===== config.mk =====
export PLATFORM = sky130hd
export DESIGN_NAME = instr_exec_unit
export DESIGN_NICKNAME = d
export VERILOG_FILES = /design/src/rtl/instr_register_pkg.sv /design/src/rtl/instr_divider.sv /design/src/rtl/instr_exec_unit.sv
export SDC_FILE = /design/constraint.sdc
export NUM_CORES = 2
export LEC_CHECK = 0
export BUFFER_PORTS_ARGS = -buffer_cell sky130_fd_sc_hd__buf_2
export CORE_UTILIZATION = 55
export CTS_CLUSTER_SIZE = 30
export DETAILED_ROUTE_END_ITERATION = 12
export PLACE_DENSITY = 0.8
export SYNTH_ARGS = -nofsm -noshare
export SYNTH_HDL_FRONTEND = slang
export SYNTH_SLANG_ARGS = --single-unit
export TNS_END_PERCENT = 20

===== constraint.sdc =====
create_clock -name clk -period 23.5 [get_ports clk]
set_input_delay 2.35 -clock clk [delete_from_list [all_inputs] [get_ports clk]]
set_output_delay 2.35 -clock clk [all_outputs]
set_load 0.05 [all_outputs]

===== src/rtl/instr_register_pkg.sv =====
// Shared types for the instruction register and the execution stage that consumes it.
package instr_register_pkg;

  typedef logic [4:0]         address_t;
  typedef logic signed [31:0] operand_t;
  typedef logic signed [63:0] result_t;

  // Opcodes are 4 bits wide so that encodings 8..15 exist as undefined instructions.
  typedef enum logic [3:0] {
    ZERO  = 4'd0,
    PASSA = 4'd1,
    PASSB = 4'd2,
    ADD   = 4'd3,
    SUB   = 4'd4,
    MULT  = 4'd5,
    DIV   = 4'd6,
    MOD   = 4'd7
  } opcode_t;

  typedef struct packed {
    opcode_t  opc;
    operand_t op_a;
    operand_t op_b;
  } instruction_t;

  typedef logic [2:0] exec_state_t;

  localparam exec_state_t S_IDLE  = 3'd0;
  localparam exec_state_t S_FETCH = 3'd1;
  localparam exec_state_t S_EXEC  = 3'd2;
  localparam exec_state_t S_DIVW  = 3'd3;
  localparam exec_state_t S_OUT   = 3'd4;
  localparam exec_state_t S_DONE  = 3'd5;

  function automatic result_t sext32(input operand_t v);
    return {{32{v[31]}}, v};
  endfunction

endpackage


===== src/rtl/instr_divider.sv =====
// Iterative restoring signed divider: one quotient bit per cycle, done DIV_CYCLES cycles after start.
module instr_divider #(
  parameter int DIV_CYCLES = 32
) (
  input  logic                         clk,
  input  logic                         reset,
  input  logic                         start,
  input  logic signed [DIV_CYCLES-1:0] dividend,
  input  logic signed [DIV_CYCLES-1:0] divisor,
  output logic                         busy,
  output logic                         done,
  output logic signed [DIV_CYCLES:0]   quotient,
  output logic signed [DIV_CYCLES-1:0] remainder
);

  localparam int W  = DIV_CYCLES;
  localparam int CW = $clog2(DIV_CYCLES + 1);

  logic          r_busy;
  logic [CW-1:0] r_cnt;
  logic [W:0]    r_rem;
  logic [W-1:0]  r_quo;
  logic [W-1:0]  r_dvs;
  logic          r_neg_q;
  logic          r_neg_r;

  logic [W-1:0]  w_abs_a;
  logic [W-1:0]  w_abs_b;
  logic [2*W:0]  w_first;
  logic [2*W:0]  w_next;

  // Returns {remainder, quotient} after shifting in one more dividend bit.
  function automatic logic [2*W:0] div_step(input logic [W:0] rem, input logic [W-1:0] quo,
                                            input logic [W-1:0] dvs);
    logic [W:0] shifted;
    logic [W:0] diff;
    shifted = {rem[W-1:0], quo[W-1]};
    diff    = shifted - {1'b0, dvs};
    if (!diff[W]) return {diff, quo[W-2:0], 1'b1};
    else          return {shifted, quo[W-2:0], 1'b0};
  endfunction

  assign w_abs_a = dividend[W-1] ? (~$unsigned(dividend) + 1'b1) : $unsigned(dividend);
  assign w_abs_b = divisor[W-1]  ? (~$unsigned(divisor) + 1'b1)  : $unsigned(divisor);
  assign w_first = div_step('0, w_abs_a, w_abs_b);
  assign w_next  = div_step(r_rem, r_quo, r_dvs);

  always_ff @(posedge clk) begin
    if (reset) begin
      r_busy <= 1'b0;
      r_cnt  <= '0;
    end else if (start) begin
      r_busy <= 1'b1;
      r_cnt  <= CW'(1);
    end else if (r_busy) begin
      if (r_cnt == CW'(DIV_CYCLES)) r_busy <= 1'b0;
      else                          r_cnt  <= r_cnt + 1'b1;
    end
  end

  // The launch edge already performs the first iteration so the last bit lands on cycle DIV_CYCLES.
  always_ff @(posedge clk) begin
    if (start) begin
      r_rem   <= w_first[2*W:W];
      r_quo   <= w_first[W-1:0];
      r_dvs   <= w_abs_b;
      r_neg_q <= dividend[W-1] ^ divisor[W-1];
      r_neg_r <= dividend[W-1];
    end else if (r_busy && (r_cnt != CW'(DIV_CYCLES))) begin
      r_rem <= w_next[2*W:W];
      r_quo <= w_next[W-1:0];
    end
  end

  assign busy      = r_busy;
  assign done      = r_busy && (r_cnt == CW'(DIV_CYCLES));
  assign quotient  = r_neg_q ? -$signed({1'b0, r_quo}) : $signed({1'b0, r_quo});
  assign remainder = r_neg_r ? -$signed(r_rem[W-1:0]) : $signed(r_rem[W-1:0]);

endmodule


===== src/rtl/instr_exec_unit.sv =====
// Execution stage: walks the instruction register, computes each result and streams it out.
module instr_exec_unit
  import instr_register_pkg::*;
#(
  parameter int DIV_CYCLES = 32
) (
  input  logic               clk,
  input  logic               reset,
  input  logic               start,
  input  logic [4:0]         first_addr,
  input  logic [5:0]         num_instr,
  output logic [4:0]         read_pointer,
  input  instruction_t       instruction_word,
  output logic               busy,
  output logic               done,
  output logic               res_valid,
  input  logic               res_ready,
  output logic [4:0]         res_addr,
  output logic signed [63:0] res_data,
  output logic               res_div0
);

  exec_state_t  r_state;
  address_t     r_ptr;
  logic [5:0]   r_cnt;
  logic         r_busy;
  logic         r_res_valid;
  address_t     r_res_addr;
  result_t      r_res_data;
  logic         r_res_div0;
  instruction_t r_instr;

  logic                         w_is_div;
  logic                         w_div_by0;
  logic                         w_div_start;
  logic                         w_div_busy;
  logic                         w_div_done;
  logic signed [DIV_CYCLES:0]   w_quo;
  logic signed [DIV_CYCLES-1:0] w_rem;
  result_t                      w_div_res;

  function automatic result_t alu(input instruction_t ins);
    result_t a;
    result_t b;
    a = sext32(ins.op_a);
    b = sext32(ins.op_b);
    case (ins.opc)
      PASSA:   return a;
      PASSB:   return b;
      ADD:     return a + b;
      SUB:     return a - b;
      MULT:    return a * b;
      default: return '0;
    endcase
  endfunction

  assign w_is_div    = (r_instr.opc == DIV) || (r_instr.opc == MOD);
  assign w_div_by0   = (r_instr.op_b == '0);
  assign w_div_start = (r_state == S_EXEC) && w_is_div && !w_div_by0 && !w_div_busy;

  instr_divider #(.DIV_CYCLES(DIV_CYCLES)) u_div (
    .clk       (clk),
    .reset     (reset),
    .start     (w_div_start),
    .dividend  (r_instr.op_a),
    .divisor   (r_instr.op_b),
    .busy      (w_div_busy),
    .done      (w_div_done),
    .quotient  (w_quo),
    .remainder (w_rem)
  );

  assign w_div_res = (r_instr.opc == DIV)
                   ? {{(64-DIV_CYCLES-1){w_quo[DIV_CYCLES]}}, w_quo}
                   : {{(64-DIV_CYCLES){w_rem[DIV_CYCLES-1]}}, w_rem};

  always_ff @(posedge clk) begin
    if (reset) begin
      r_state     <= S_IDLE;
      r_ptr       <= '0;
      r_cnt       <= '0;
      r_busy      <= 1'b0;
      r_res_valid <= 1'b0;
      r_res_addr  <= '0;
      r_res_data  <= '0;
      r_res_div0  <= 1'b0;
    end else begin
      case (r_state)
        S_IDLE: begin
          if (start) begin
            r_ptr   <= first_addr;
            r_cnt   <= num_instr;
            r_busy  <= 1'b1;
            r_state <= (num_instr == 6'd0) ? S_DONE : S_FETCH;
          end
        end
        S_FETCH: r_state <= S_EXEC;
        S_EXEC: begin
          r_res_addr <= r_ptr;
          if (w_is_div && !w_div_by0) begin
            r_state <= S_DIVW;
          end else begin
            r_res_data  <= w_is_div ? '0 : alu(r_instr);
            r_res_div0  <= w_is_div;
            r_res_valid <= 1'b1;
            r_state     <= S_OUT;
          end
        end
        S_DIVW: begin
          if (w_div_done) begin
            r_res_data  <= w_div_res;
            r_res_div0  <= 1'b0;
            r_res_valid <= 1'b1;
            r_state     <= S_OUT;
          end
        end
        S_OUT: begin
          if (res_ready) begin
            r_res_valid <= 1'b0;
            r_ptr       <= r_ptr + 1'b1;
            r_cnt       <= r_cnt - 1'b1;
            r_state     <= (r_cnt > 6'd1) ? S_FETCH : S_DONE;
          end
        end
        S_DONE: begin
          r_busy  <= 1'b0;
          r_state <= S_IDLE;
        end
        default: r_state <= S_IDLE;
      endcase
    end
  end

  // Operand register is pure data and is overwritten on every fetch.
  always_ff @(posedge clk) begin
    if (r_state == S_FETCH) r_instr <= instruction_word;
  end

  assign read_pointer = r_ptr;
  assign busy         = r_busy;
  assign done         = (r_state == S_DONE);
  assign res_valid    = r_res_valid;
  assign res_addr     = r_res_addr;
  assign res_data     = r_res_data;
  assign res_div0     = r_res_div0;

endmodule


Word level (Yosys, flattened, before mapping)
Cells that the tools add are included.

Bitwise operators: 4. Muxes and demuxes: 44. $lt $le $gt $ge: 1. Reduce and logical (&&, ||, !) cells: 26. Add/subtract/negate cells: 11. Multiply operators: 1. Equality and inequality tests: 19.

Operators with widths (number): two-way mux 64 bit (6); case mux 64 bit (5 select lines) (1); two-way mux 32 bit (7); case mux 64 bit (2 select lines) (1); adder 32 x 1 -> 32 bit (second input constant) (2); multiplier 32 x 32 -> 64 bit (1); NOT 32 bit (2); adder 32 x 32 -> 33 bit (1); two-way mux 33 bit (1); negation 32 -> 33 bit (1); subtractor 1 x 32 -> 33 bit (1); subtractor 32 x 32 -> 33 bit (1); subtractor 33 x 32 -> 33 bit (1); zero test 32 bit (1); negation 32 bit (1); two-way mux 3 bit (6); == test 4 x 3 -> 1 bit (second input constant) (4); case mux 3 bit (5 select lines) (1); two-way mux 1 bit (12); two-way mux 6 bit (2); case mux 6 bit (2 select lines) (1); two-way mux 5 bit (2); case mux 5 bit (2 select lines) (1); nonzero test 2 bit (5); 27 further kinds (44).

Bits of input ports: 83. Output and inout bits: 78. Logic and storage cells: 125. Flip-flop bits (word level): 259.

Depth between registers and ports, before layout
Word-level depth: 7. Gate-level depth with buffers: 30. Depth with buffers taken out: 27.

Cells and area by module
Synthesis repeated with hierarchy kept, for this count alone.

Cell total of the unflattened synthesis: 6185. Area total of the unflattened synthesis: 55617.1 um^2.

Modules (own cells, without submodules): instr_exec_unit (instances 1, seq. area each 3763.6 um^2, area each 46747.3 um^2, cells an instance 5185); instr_divider (instances 1, seq. area each 3083.0 um^2, area each 8869.8 um^2, cells an instance 1000).

Least setup slack after synthesis
OpenSTA, ideal clock, no wires.

Kind: reg-to-reg. Start point: reg r_instr[63] in the netlist's numbering. End point: reg r_res_data[60], in the netlist res_data[60]. Required time: 23.409 ns. Path buffers: 4. Slack: 15.331 ns. Arrival time: 8.078 ns. Cell stages (with the launch flop): 26. Library setup time: 0.091 ns. Period minus slack after synthesis: 8.169 ns. Cell sequence: edfxtp_1 -> clkbuf_1 -> clkbuf_1 -> buf_1 -> nand2_1 -> fa_1 -> fa_1 -> fa_1 -> inv_1 -> fa_1 -> fa_1 -> fa_1 -> inv_1 -> fa_1 -> inv_1 -> fa_1 -> ha_1 -> clkbuf_1 -> a21o_1 -> a21oi_1 -> inv_1 -> a32o_1 -> a21oi_1 -> o311ai_0 -> or4_1 -> a311oi_1.

Longest elaborated chain between the ends: 5. Elaborated cells on any way between the ends: 7. Those cells by class: add/sub: 2; mul: 1; mux: 4.

Ends and longest elaborated chain: start: declaration (RTL line instr_exec_unit.sv:31) `instruction_t r_instr;`; start signal: assignment (RTL line instr_exec_unit.sv:136) `if (r_state == S_FETCH) r_instr <= instruction_word;`; multiplier 32 x 32 -> 64 bit, or another cell as far along (RTL line instr_exec_unit.sv:52) `MULT: return a * b;`; case mux 64 bit (5 select lines) (*) (RTL line instr_exec_unit.sv:47) `case (ins.opc)`; two-way mux 64 bit (*) (RTL line instr_exec_unit.sv:103) `r_res_data <= w_is_div ? '0 : alu(r_instr);`; two-way mux 64 bit (*) (RTL line instr_exec_unit.sv:100) `if (w_is_div && !w_div_by0) begin`; case mux 64 bit (2 select lines) (*) (RTL line instr_exec_unit.sv:88) `case (r_state)`; end signal: assignment (RTL line instr_exec_unit.sv:103); end signal: assignment (RTL line instr_exec_unit.sv:111) `r_res_data <= w_div_res;`; end: declaration (RTL line instr_exec_unit.sv:29) `result_t r_res_data;`.

Mark *: on every way between the ends. The rest lies on a longest branch, timed or not. The select of a mux whose other input is x is not followed. A chain may end at the register's enable or synchronous reset.

Worst setup path after layout
Start point: reg r_instr[63] in the netlist's numbering. End point: reg r_res_data[63], in the netlist res_data[63].

Same word-level chain as after synthesis.

==> summary.md <==
| Metric | Value |
|---|---|
| Net Count, Synth | 7569 |
| Wire length on met1 | 63.4 mm |
| Top-level I/O count | 161 |
| DP HPWL | 132 mm |
| Via density | 6.25 |
| Clk buf depth | 3 |
| CP Launch Type | register |
| Seq/Total Area, Yosys | 12.4% |
| Initial antenna violation count | 6 |
| RSZ-0062 raised after global routing | false |
| Core Rows | 115 |
| Status | finished clean |
| Min-delay worst type | register to register |
| Gr ovfl total | 0 |
| Netlist Area Pre-Place | 0.0553 mm2 |
| Vias | 45676 |
| Routed length per instance | 24.3 um |
| Final hold slack | 484 ps |
| DR DRC count | 0 |
| Mean Syn Cell Area | 9.06 um2 |
| ANT nets after route | 0 |
| Pre-antenna DRT Iters | 9 |
| Setup CP Type | register to register |
| Met3 WL post-DR | 20.7 mm |
| Final hold vios | 0 |
| Fin nets | 7466 |
| Period minus WS final | 9950 ps |
| R2R cell count | 26 |
| Cells after Synth | 6109 |
| Post-CTS Setup Repair Bufs | 0 |
| CTS buffer count | 27 |
| DP Area | 0.0570 mm2 |
| CTS tree | built |
| # setup viols final | 0 |
| Worst-path clk slew | 70 ps |
| Gpl congestion | 1.03 |
| Hold-fix buffers at CTS | 0 |
| Post-synth ARST share | 0% |
| Final instance area | 0.0578 mm2 |
| Total wire length | 178 mm |
| Top sig layer | met5 |
| Total clock sinks | 259 |
| Post-CTS sizing | 0 |
| R2r setup slk | 13550 ps |
| H-tree depth | 1 |
| Library cells used by synthesis | 93 |
| 1st-iter DRT viols | 5189 |
| Root buffer cell | clkbuf_16 |
| Max FO, Critical Path | 52 |
| FMAX | 101 MHz |
| First-pass GRT wire length | 278 mm |
| PortBufs | 160 |
| GRT Total Usage | 35.6% |
| WHS Path Cells | 2 |
| Period utilization | 42.3% |
| Area growth, synth to finish | 4.52% |
| Max_cap viols | 0 |
| Slew Limit Headroom | 14.4% |
| Chip Width | 319 um |
| Slew Limit Fails | 0 |
| Layout cells sized above 1 | 6.17% |
| Met2 WL | 80.7 mm |
| Total core area | 0.0990 mm2 |
| Worst slew pin tran | 1250 ps |
| Warnings from Yosys | 0 |
| Post-synth EDFFs | 166 |
| CP Capture Type | register |
| Starting density of the core | 55.9% |
| Total Neg Setup Slack | 0 ps |
| Die area | 0.102 mm2 |
| Synth Flop Type | edfxtp_1 |
| Synth Register Bits | 259 |
| Die Y | 319 um |
| Clk_skew | 13.9 ps |
| Filler cell count | 8434 |
| Vias in the first global route | 48351 |
| Clk_lat worst skew | 600 ps |
| Arrival time worst endpoint | 10410 ps |
| Crit path required time | 23960 ps |
| Largest net degree at the start of global routing | 71 |
==> final timing paths <==
path                                   from                        end
hold reg to reg   res_data[27]$_SDFFE_PP0P_  res_data[27]$_SDFFE_PP0P_
setup / recovery      r_instr[63]$_DFFE_PP_  res_data[63]$_SDFFE_PP0P_
hold / removal    res_data[27]$_SDFFE_PP0P_  res_data[27]$_SDFFE_PP0P_
setup reg to reg      r_instr[63]$_DFFE_PP_  res_data[63]$_SDFFE_PP0P_
==> final cells by class <==
cell class	instances	area, um2	share of cell area, %
clock inverters	13	90.1	0.156
well taps	1287	1610	2.78
inverters	1079	4050	7.00
flip-flops and latches	259	6850	11.8
multi-input cells	4390	43000	74.4
repair buffers	249	1470	2.54
diodes	1	2.50	0.00433
clock buffers	36	751	1.30
==> synth_stat cells, types with 23 or more instances <==
cell | n | area share, %
edfxtp_1 | 166 | 9.0
ha_1 | 292 | 6.6
or2_2 | 25 | 0.28
o31ai_1 | 57 | 0.77
nor3_1 | 73 | 0.66
buf_1 | 27 | 0.18
a21o_1 | 77 | 1.0
dfxtp_1 | 93 | 3.4
fa_1 | 1085 | 39
a21oi_1 | 218 | 2.0
and3_1 | 31 | 0.35
a211oi_1 | 47 | 0.64
nor2_1 | 278 | 1.9
nor4_1 | 23 | 0.26
clkbuf_1 | 341 | 2.3
o211ai_1 | 23 | 0.31
xnor2_1 | 131 | 2.1
inv_1 | 1075 | 7.3
nand2_1 | 682 | 4.6
and2_1 | 460 | 5.2
a31oi_1 | 40 | 0.45
or4_1 | 23 | 0.31
o21ai_0 | 220 | 2.0
nand3_1 | 52 | 0.47
mux2i_1 | 44 | 0.80
xor2_1 | 87 | 1.4
nand2b_1 | 33 | 0.37
o21a_1 | 24 | 0.33
==> logic make-up after synthesis <==
family          after synthesis  synth area share (%)
compound gates              963                  11.6
xor+xnor                    218                  3.45
fa+ha+maj                  1377                  45.9
buf+inv                    1460                  9.98
flops                       259                  12.4
mux                          46                 0.837
simple gates               1786                  15.9
==> metrics by stage <==
step	util, %	setup slack [ps]	instances
after floorplan	-	15330	6109
after global placement	57.6	13900	7264
after detailed placement	57.6	13670	7264
after CTS	58.4	13650	7313
after global routing	58.4	13110	7313
final	58.4	13550	7314
==> cells in the final DEF (no fill, tap or decap), types with 33 or more instances in the layout <==
cell      Yosys  final
nand2_1     682    681
o21ai_0     220    220
a21o_1       77     77
nor3_1       73     71
buf_4         0     89
ha_1        292    292
nor2_1      278    274
o31ai_1      57     57
buf_2         9    160
a21oi_1     218    217
nand2b_1     33     33
fa_1       1085   1085
inv_1      1075   1075
dfxtp_1      93     93
edfxtp_1    166    166
nand3_1      52     52
a211oi_1     47     47
a31oi_1      40     40
xor2_1       87     87
xnor2_1     131    131
mux2i_1      44     44
and2_1      460    460
==> registers in the layout, summed over array words and instances, names as in the netlist, 5 cells and up <==
register / cells
r_instr: 68
res_data: 64
u_div.r_dvs: 32
u_div.r_quo: 32
u_div.r_rem: 32
r_cnt: 6
u_div.r_cnt: 6
read_pointer: 5
res_addr: 5
==> routing by layer <==
layer  GRT usage [%]  up-vias
met5               0        -
met4            22.1        8
met3            7.49      756
met2            56.5     2925
met1            44.7    22854
li1                -    19133
==> worst max-delay path, cell delays in order (launching register included) <==
cell	delay (ps)
edfxtp_1	320
buf_4	480
clkinv_1	720
nor2_1	450
fa_1	530
fa_1	500
fa_1	770
fa_1	1020
inv_1	420
fa_1	600
inv_1	60
fa_1	540
inv_1	70
fa_1	490
inv_1	50
fa_1	450
ha_1	380
a21oi_1	210
o21bai_1	80
a21o_1	210
a21o_1	180
a21oi_1	150
nor2_1	70
o21a_1	170
a2111oi_0	590
or4_1	210
o211ai_1	80
Power is left out: the tool's default activity adds up to more than one toggle a clock period on the data nets, which glitch-free logic cannot reach.
